--- config.mk ---
export PLATFORM = sky130hd
export DESIGN_NAME = tlc_input_cond
export DESIGN_NICKNAME = d
export VERILOG_FILES = /design/src/rtl/tlc_input_cond.sv
export SDC_FILE = /design/constraint.sdc
export NUM_CORES = 1
export LEC_CHECK = 0
export CAP_MARGIN = 20
export CORE_MARGIN = 2
export CORE_UTILIZATION = 51
export DETAILED_ROUTE_END_ITERATION = 7
export PLACE_DENSITY_LB_ADDON = 0.05
export SLEW_MARGIN = 0
export SYNTH_ARGS = -nofsm -noshare
export SYNTH_HDL_FRONTEND = slang
export SYNTH_SLANG_ARGS = --single-unit
--- constraint.sdc ---
create_clock -name CK -period 1.3 [get_ports CK]
set_input_delay 0.26 -clock CK [delete_from_list [all_inputs] [get_ports CK]]
set_output_delay 0.26 -clock CK [all_outputs]
set_load 0.02 [all_outputs]
--- src/rtl/tlc_input_cond.sv ---
// -----------------------------------------------------------------------------
// tlc_input_cond
// Input-conditioning front end for the s444 traffic-light controller. It
// produces the controller's three primary inputs from a raw asynchronous
// sensor line, all in the CK domain:
//   G0 - clear: high after reset or a clear request, for CLR_LEN edges
//   G1 - timebase tick: one-CK-wide pulse every PRESCALE enabled RUN cycles
//   G2 - request: SENSOR synchronized (2 flops) and debounced (DEB_LEN samples)
//
// Parameters:
//   PRESCALE  CK cycles per G1 tick (>= 1)
//   DEB_LEN   consecutive disagreeing samples needed to flip the request (>= 1)
//   CLR_LEN   CK edges G0 is held after reset / clear request (>= 1)
//
// Ports:
//   CK       in   clock, rising edge
//   RST      in   asynchronous active-high reset
//   SENSOR   in   raw asynchronous request line
//   ENABLE   in   1 = prescaler counts, 0 = prescaler holds and G1 = 0
//   CLR_REQ  in   1 = re-enter the clear sequence
//   G0       out  registered clear
//   G1       out  registered tick pulse
//   G2       out  registered conditioned request
//
// Optional feature: define TLC_REQ_LATCH_EN to make the request sticky. A
// rising debounced level sets a latch that holds G2 high until the edge after
// the next G1 pulse (a fresh rising level on that edge keeps it set).
// -----------------------------------------------------------------------------
module tlc_input_cond #(
  parameter int PRESCALE = 16,
  parameter int DEB_LEN  = 4,
  parameter int CLR_LEN  = 8
) (
  input  logic CK,
  input  logic RST,
  input  logic SENSOR,
  input  logic ENABLE,
  input  logic CLR_REQ,
  output logic G0,
  output logic G1,
  output logic G2
);

  localparam int CLR_W = $clog2(CLR_LEN + 1);
  localparam int DEB_W = $clog2(DEB_LEN + 1);
  // A single-state prescaler still needs a one-bit counter to be legal.
  localparam int PRE_W = (PRESCALE > 1) ? $clog2(PRESCALE) : 1;

  localparam logic [CLR_W-1:0] CLR_LAST = CLR_W'(CLR_LEN - 1);
  localparam logic [CLR_W-1:0] CLR_ZERO = CLR_W'(0);
  localparam logic [CLR_W-1:0] CLR_ONE  = CLR_W'(1);
  localparam logic [DEB_W-1:0] DEB_LAST = DEB_W'(DEB_LEN - 1);
  localparam logic [DEB_W-1:0] DEB_ZERO = DEB_W'(0);
  localparam logic [DEB_W-1:0] DEB_ONE  = DEB_W'(1);
  localparam logic [PRE_W-1:0] PRE_LAST = PRE_W'(PRESCALE - 1);
  localparam logic [PRE_W-1:0] PRE_ZERO = PRE_W'(0);
  localparam logic [PRE_W-1:0] PRE_ONE  = PRE_W'(1);

  typedef enum logic [0:0] {
    ST_CLEAR = 1'b0,
    ST_RUN   = 1'b1
  } state_t;

  state_t             state_r;
  state_t             state_nxt_s;
  logic [CLR_W-1:0]   clr_cnt_r;
  logic [CLR_W-1:0]   clr_cnt_nxt_s;
  logic               sync1_r;
  logic               sync2_r;
  logic [DEB_W-1:0]   deb_cnt_r;
  logic [DEB_W-1:0]   deb_cnt_nxt_s;
  logic               deb_lvl_r;
  logic               deb_lvl_nxt_s;
  logic [PRE_W-1:0]   pre_cnt_r;
  logic [PRE_W-1:0]   pre_cnt_nxt_s;
  logic               g0_r;
  logic               g1_r;
  logic               g2_r;
  logic               g1_nxt_s;
  logic               g2_src_s;
  logic               g2_nxt_s;

  // Clear FSM next state: count CLR_LEN edges in CLEAR, restart on CLR_REQ.
  always_comb begin
    state_nxt_s   = state_r;
    clr_cnt_nxt_s = clr_cnt_r;
    case (state_r)
      ST_CLEAR: begin
        if (CLR_REQ) begin
          clr_cnt_nxt_s = CLR_ZERO;
        end else if (clr_cnt_r == CLR_LAST) begin
          // This edge is the one where the count would reach CLR_LEN.
          state_nxt_s   = ST_RUN;
          clr_cnt_nxt_s = CLR_ZERO;
        end else begin
          clr_cnt_nxt_s = clr_cnt_r + CLR_ONE;
        end
      end
      ST_RUN: begin
        if (CLR_REQ) begin
          state_nxt_s   = ST_CLEAR;
          clr_cnt_nxt_s = CLR_ZERO;
        end else begin
          clr_cnt_nxt_s = CLR_ZERO;
        end
      end
      default: begin
        state_nxt_s   = ST_CLEAR;
        clr_cnt_nxt_s = CLR_ZERO;
      end
    endcase
  end

  // Prescaler next state; a clear request beats a wrap on the same edge.
  always_comb begin
    pre_cnt_nxt_s = pre_cnt_r;
    g1_nxt_s      = 1'b0;
    if ((state_r != ST_RUN) || CLR_REQ) begin
      pre_cnt_nxt_s = PRE_ZERO;
    end else if (ENABLE) begin
      if (pre_cnt_r == PRE_LAST) begin
        pre_cnt_nxt_s = PRE_ZERO;
        g1_nxt_s      = 1'b1;
      end else begin
        pre_cnt_nxt_s = pre_cnt_r + PRE_ONE;
      end
    end else begin
      pre_cnt_nxt_s = pre_cnt_r;
    end
  end

  // Debouncer next state: flip the level after DEB_LEN disagreeing samples.
  always_comb begin
    deb_cnt_nxt_s = deb_cnt_r;
    deb_lvl_nxt_s = deb_lvl_r;
    if (sync2_r == deb_lvl_r) begin
      deb_cnt_nxt_s = DEB_ZERO;
    end else if (deb_cnt_r == DEB_LAST) begin
      deb_lvl_nxt_s = ~deb_lvl_r;
      deb_cnt_nxt_s = DEB_ZERO;
    end else begin
      deb_cnt_nxt_s = deb_cnt_r + DEB_ONE;
    end
  end

`ifdef TLC_REQ_LATCH_EN
  logic req_latch_r;
  logic req_latch_nxt_s;

  // Sticky request: set on a rising level, cleared the edge after a tick.
  always_comb begin
    req_latch_nxt_s = req_latch_r;
    if (state_nxt_s == ST_CLEAR) begin
      req_latch_nxt_s = 1'b0;
    end else if (deb_lvl_nxt_s && !deb_lvl_r) begin
      req_latch_nxt_s = 1'b1;
    end else if (g1_r) begin
      req_latch_nxt_s = 1'b0;
    end else begin
      req_latch_nxt_s = req_latch_r;
    end
  end

  // Sticky request register.
  always_ff @(posedge CK or posedge RST) begin
    if (RST) begin
      req_latch_r <= 1'b0;
    end else begin
      req_latch_r <= req_latch_nxt_s;
    end
  end

  assign g2_src_s = req_latch_nxt_s;
`else
  assign g2_src_s = deb_lvl_nxt_s;
`endif

  // G2 follows the request source on the same edge, masked while clearing.
  always_comb begin
    g2_nxt_s = 1'b0;
    if (state_nxt_s == ST_RUN) begin
      g2_nxt_s = g2_src_s;
    end else begin
      g2_nxt_s = 1'b0;
    end
  end

  // All state and registered outputs.
  always_ff @(posedge CK or posedge RST) begin
    if (RST) begin
      state_r   <= ST_CLEAR;
      clr_cnt_r <= CLR_ZERO;
      sync1_r   <= 1'b0;
      sync2_r   <= 1'b0;
      deb_cnt_r <= DEB_ZERO;
      deb_lvl_r <= 1'b0;
      pre_cnt_r <= PRE_ZERO;
      g0_r      <= 1'b1;
      g1_r      <= 1'b0;
      g2_r      <= 1'b0;
    end else begin
      state_r   <= state_nxt_s;
      clr_cnt_r <= clr_cnt_nxt_s;
      sync1_r   <= SENSOR;
      sync2_r   <= sync1_r;
      deb_cnt_r <= deb_cnt_nxt_s;
      deb_lvl_r <= deb_lvl_nxt_s;
      pre_cnt_r <= pre_cnt_nxt_s;
      g0_r      <= (state_nxt_s == ST_CLEAR);
      g1_r      <= g1_nxt_s;
      g2_r      <= g2_nxt_s;
    end
  end

  assign G0 = g0_r;
  assign G1 = g1_r;
  assign G2 = g2_r;

endmodule
======== Word level (Yosys, flattened, before mapping) ========
Index checks and enable logic that the tools add are counted.
operators by class
  add/subtract/negate cells ............... 3
  reductions and logical operators ........ 2
  equal/unequal tests ..................... 4
  muxes and demuxes ....................... 18
  bitwise logic cells ..................... 3
operators by type and width
  operator                                       number
  two-way mux 4 bit                              5
  two-way mux 1 bit                              9
  adder 4 x 1 -> 4 bit, second input constant    2
  case mux 4 bit (2 select lines)                1
  two-way mux 3 bit                              2
  == test 4 x 3 -> 1 bit, second input constant  1
  == test 4 bit, second input constant           1
  adder 3 x 1 -> 3 bit, second input constant    1
  == test 3 x 2 -> 1 bit, second input constant  1
  inverter 1 bit                                 3
  case mux 1 bit (2 select lines)                1
  nonzero test 2 bit                             1
  == test 1 bit                                  1
  logical OR 1 bit                               1
word-level totals
  logic and storage cells ................. 40
  output and inout port bits .............. 3
  register bits ........................... 18
  bits of input ports ..................... 5

======== Longest topological paths before layout ========
Gate-level depths: netlist (run 1).
  depth after elaboration ................. 5
  mapped depth ............................ 4
  depth with buffers taken out ............ 4

======== Worst setup path after synthesis (run 1) ========
OpenSTA, ideal clock, no wires.
  path type ............................... register -> register
  from .................................... register deb_cnt_r[0]
  to ...................................... register g2_r (netlist: G2)
  slack ................................... 74 ps
  arrival ................................. 1101 ps
  clock period less this slack ............ 1226 ps
  cell stages (with the launch flop) ...... 5
  library setup time ...................... 126 ps
  data required time ...................... 1174 ps
  buffers on the path ..................... 0
  path through ............................ dfrtp_1 > ha_1 > nor2b_2 > mux2_2 > nor2b_1
between the ends
  longest elaborated chain between the ends .. 4
RTL lines
  item                    line  source
  from (decl)             70    logic [DEB_W-1:0] deb_cnt_r;
  from (signal assigned)  206   deb_cnt_r <= deb_cnt_nxt_s;
  == test 3 x 2 -> 1 bit  138   end else if (deb_cnt_r == DEB_LAST) begin
  two-way mux 1 bit       138
  two-way mux 1 bit       136   if (sync2_r == deb_lvl_r) begin
  net deb_lvl_nxt_s       73    logic deb_lvl_nxt_s;
  two-way mux 1 bit       181   if (state_nxt_s == ST_RUN) begin
  net g2_nxt_s            81    logic g2_nxt_s;
  to (signal assigned)    211   g2_r <= g2_nxt_s;
  to (decl)               78    logic g2_r;
The timed path passes the listed nets, and every way through them passes these cells.
A chain may end at the register's enable or synchronous reset.

======== Worst setup path in the final report (run 1) ========
Ends and elaborated chain as after synthesis.

==> results of run 1 <==
-- Yosys cell counts, types with 2 or more instances --
| library cell | instances | area [µm²] |
|---|---|---|
| ha_1 | 3 | 37.5 |
| dfrtp_1 | 17 | 425 |
| a21oi_1 | 3 | 15.0 |
| mux2i_1 | 2 | 20.0 |
| nand2b_1 | 2 | 12.5 |
| inv_1 | 2 | 7.51 |
| xnor2_1 | 2 | 17.5 |
| nand3_1 | 2 | 10.0 |
| nor2_1 | 3 | 11.3 |
| nor3_1 | 5 | 25.0 |
| nand2_1 | 3 | 11.3 |
| nor3b_1 | 3 | 22.5 |
-- through the flow --
stage          instance area [µm²]  cells  setup TNS [ns]  setup WS [ns]
2_1_floorplan                  718     58               0         0.0736
5_1_grt                        916     91               0        0.00786
3_5_place_dp                   865     86          -0.183         -0.126
4_1_cts                        898     90               0        0.00180
6_report                       916     91               0         0.0523
3_3_place_gp                   865     86         -0.0929        -0.0515
-- path summary, 6_finish.rpt --
check / start / end / slack, ns
max: deb_cnt_r[0] / G2 / 0.05
min: RST / sync1_r / 0.27
max reg2reg: deb_cnt_r[0] / G2 / 0.05
min reg2reg: sync1_r / sync2_r / 0.36
max in group asynchronous: RST / G0 / 0.83
min in group CK: sync1_r / sync2_r / 0.36
-- state kept, by name, indices dropped and copies added, names as in the netlist --
| register | flops |
|---|---|
| sync2_r | 1 |
| deb_lvl_r | 1 |
| pre_cnt_r | 4 |
| G1 | 1 |
| sync1_r | 1 |
| G2 | 1 |
| G0 | 1 |
| deb_cnt_r | 3 |
| clr_cnt_r | 4 |
| state_r | 1 |
-- logic make-up after synthesis --
kind of cell               Yosys count
buffers and inverters                2
AOI/OAI and AO/OA                    5
DFF                                 18
xor gates and xnor gates             3
muxes                                3
and+or+nand+nor                     24
adders and majority gates            3
-- critical path, cell delays in order, from the launching register on --
cell and delay (ns):
dfrtp_1 0.37, ha_2 0.18, nor2b_4 0.15, mux2_4 0.31, nor2b_1 0.13
-- what timing repair did --
item | in CTS | in global routing
pin swaps | 0 | 1
setup buffers | 0 | 1
setup endpoints to repair | 4 | 2
gates resized for setup | 7 | 3
-- layer usage --
layer  global-route usage  vias to the layer above  wire [µm]
met5                    0                        -          0
met4                0.116                        0         34
met3               0.0304                        4         37
met2                0.281                        7        581
met1                0.186                      209        513
li1                     -                      232          -
-- layout make-up --
cell class | count | area [µm²] | share of cell area
timing repair buffer | 14 | 128 | 0.139
multi-input combinational | 38 | 274 | 0.299
inverter | 2 | 7.51 | 0.00820
clock buffer | 4 | 36.3 | 0.0396
sequential | 18 | 452 | 0.493
tap | 15 | 18.8 | 0.0205
-- power by group --
group	switching, mW	internal [mW]	leakage (nW)	total, mW
registers	0.0314	0.612	0.237	0.644
clock network	0.167	0.171	0.0210	0.337
logic	0.0707	0.121	0.179	0.191
total	0.269	0.904	0.437	1.17
==> flow_metrics.env, run 1 <==
export IMPL_first_pass_iters=2
export IMPL_drc=0
export IMPL_synthesis_nets=66
export IMPL_p_per_area_mw_per_mm2=1280
export IMPL_criticalPathCategory="reg -> reg"
export IMPL_grt_use_total=0.166
export IMPL_routedWlPerCell_um=12.8
export IMPL_yosysWarnings=0
export IMPL_area_growth_pct=27.5
export IMPL_clk_pin_slew_ns=0.10
export IMPL_via_count=452
export IMPL_drt_initial_drc_count=1
export IMPL_avgViaCountPerCell=4.97
export IMPL_finalCritPeriodShare=0.960
export IMPL_cts_tree="done"
export IMPL_clockBufferDepth=2
export IMPL_cp_required_ns=1.49
export IMPL_hold_ws_ns=0.265
export IMPL_synth_simple_area_share=0.190
export IMPL_insertion_delay_ns=0.29
export IMPL_die_area_mm2=0.00172
export IMPL_drive_gt1_frac=0.237
export IMPL_ff2ff_path_depth=4
export IMPL_final_core_util=0.704
export IMPL_antenna_found_initial=0
export IMPL_relSlewSlack=0.844
export IMPL_initial_core_util=0.552
export IMPL_postRouteWirelength_um=1170
export IMPL_cap_viol_max_count=0
export IMPL_core_mm2=0.00130
export IMPL_outcome="finished clean"
export IMPL_rsz0062_at_grt="no"
export IMPL_gp_congestion=0.710
export IMPL_diodes=0
export IMPL_fillers=104
export IMPL_grt_pass1_vias=505
export IMPL_cts_max_level=1
export IMPL_skew_ns=0.00340
export IMPL_synth_compound_area_frac=0.0383
export IMPL_synth_top_family_by_area="simple AND/OR/NAND/NOR gates"
export IMPL_leakagePower_nw=0.437
export IMPL_cts_made_buffers=3
export IMPL_fp_dieW_um=41.5
export IMPL_final_nets=85
export IMPL_overflow=0
export IMPL_max_freq_mhz=802
export IMPL_netlist_instances=58
export IMPL_drv_slew=0
export IMPL_avgSynthCellArea_um2=12.4
export IMPL_synthAdderAreaFrac=0.0523
export IMPL_muxShareOfSynthArea=0.0436
export IMPL_synth_edf_count=0
export IMPL_cts_root_buf="clkbuf_4"
export IMPL_max_vdd_ir_drop_mv=0.647
export IMPL_startpoint_type="register"
export IMPL_grt_start_max_net_pins=19
export IMPL_cts_sinks=18
export IMPL_dieHeight_um=41.5
export IMPL_post_route_min_period_ns=1.25
export IMPL_cp_max_fo=2
export IMPL_cp_end_kind="register"
export IMPL_dp_hpwl_um=879
export IMPL_cts_hold_buf=0
export IMPL_hold_path_class="in -> async"
export IMPL_synth_cell_area_um2=718
export IMPL_final_setup_viol_count=0
export IMPL_ys_ff_latch=18
export IMPL_synth_xor_area_frac=0.0366
export IMPL_hold_violations=0
export IMPL_io_pin_count=8
export IMPL_rows=13
export IMPL_io_buffers=7
export IMPL_synthArstFlopShare=1.00
export IMPL_ys_seq_area_frac=0.629
export IMPL_total_power_mw=1.17
export IMPL_worst_pin_slew_ns=0.232
export IMPL_grt_pass1_wl_um=2120
export IMPL_ys_flop_type="dfrtp_1"
export IMPL_final_cell_mix="17 x dfrtp_1, 6 x buf_4, 5 x nor3_1"
export IMPL_yosysUniqueCellTypes=23
export IMPL_arrival_ns=1.43
export IMPL_antenna_left=0
export IMPL_mostFrequentLayoutCell="dfrtp_1"
(Power assumes the default switching activity.)
==> inputs of run 2 (changes only) <==
--- a/config.mk
+++ b/config.mk
@@ -9,6 +9,7 @@
 export CORE_MARGIN = 2
 export CORE_UTILIZATION = 51
 export DETAILED_ROUTE_END_ITERATION = 7
+export GPL_TIMING_DRIVEN = 1
 export PLACE_DENSITY_LB_ADDON = 0.05
 export SLEW_MARGIN = 0
 export SYNTH_ARGS = -nofsm -noshare
==> results of run 2 <==
Final layout, timing and power as in run 1 (identical DEF).
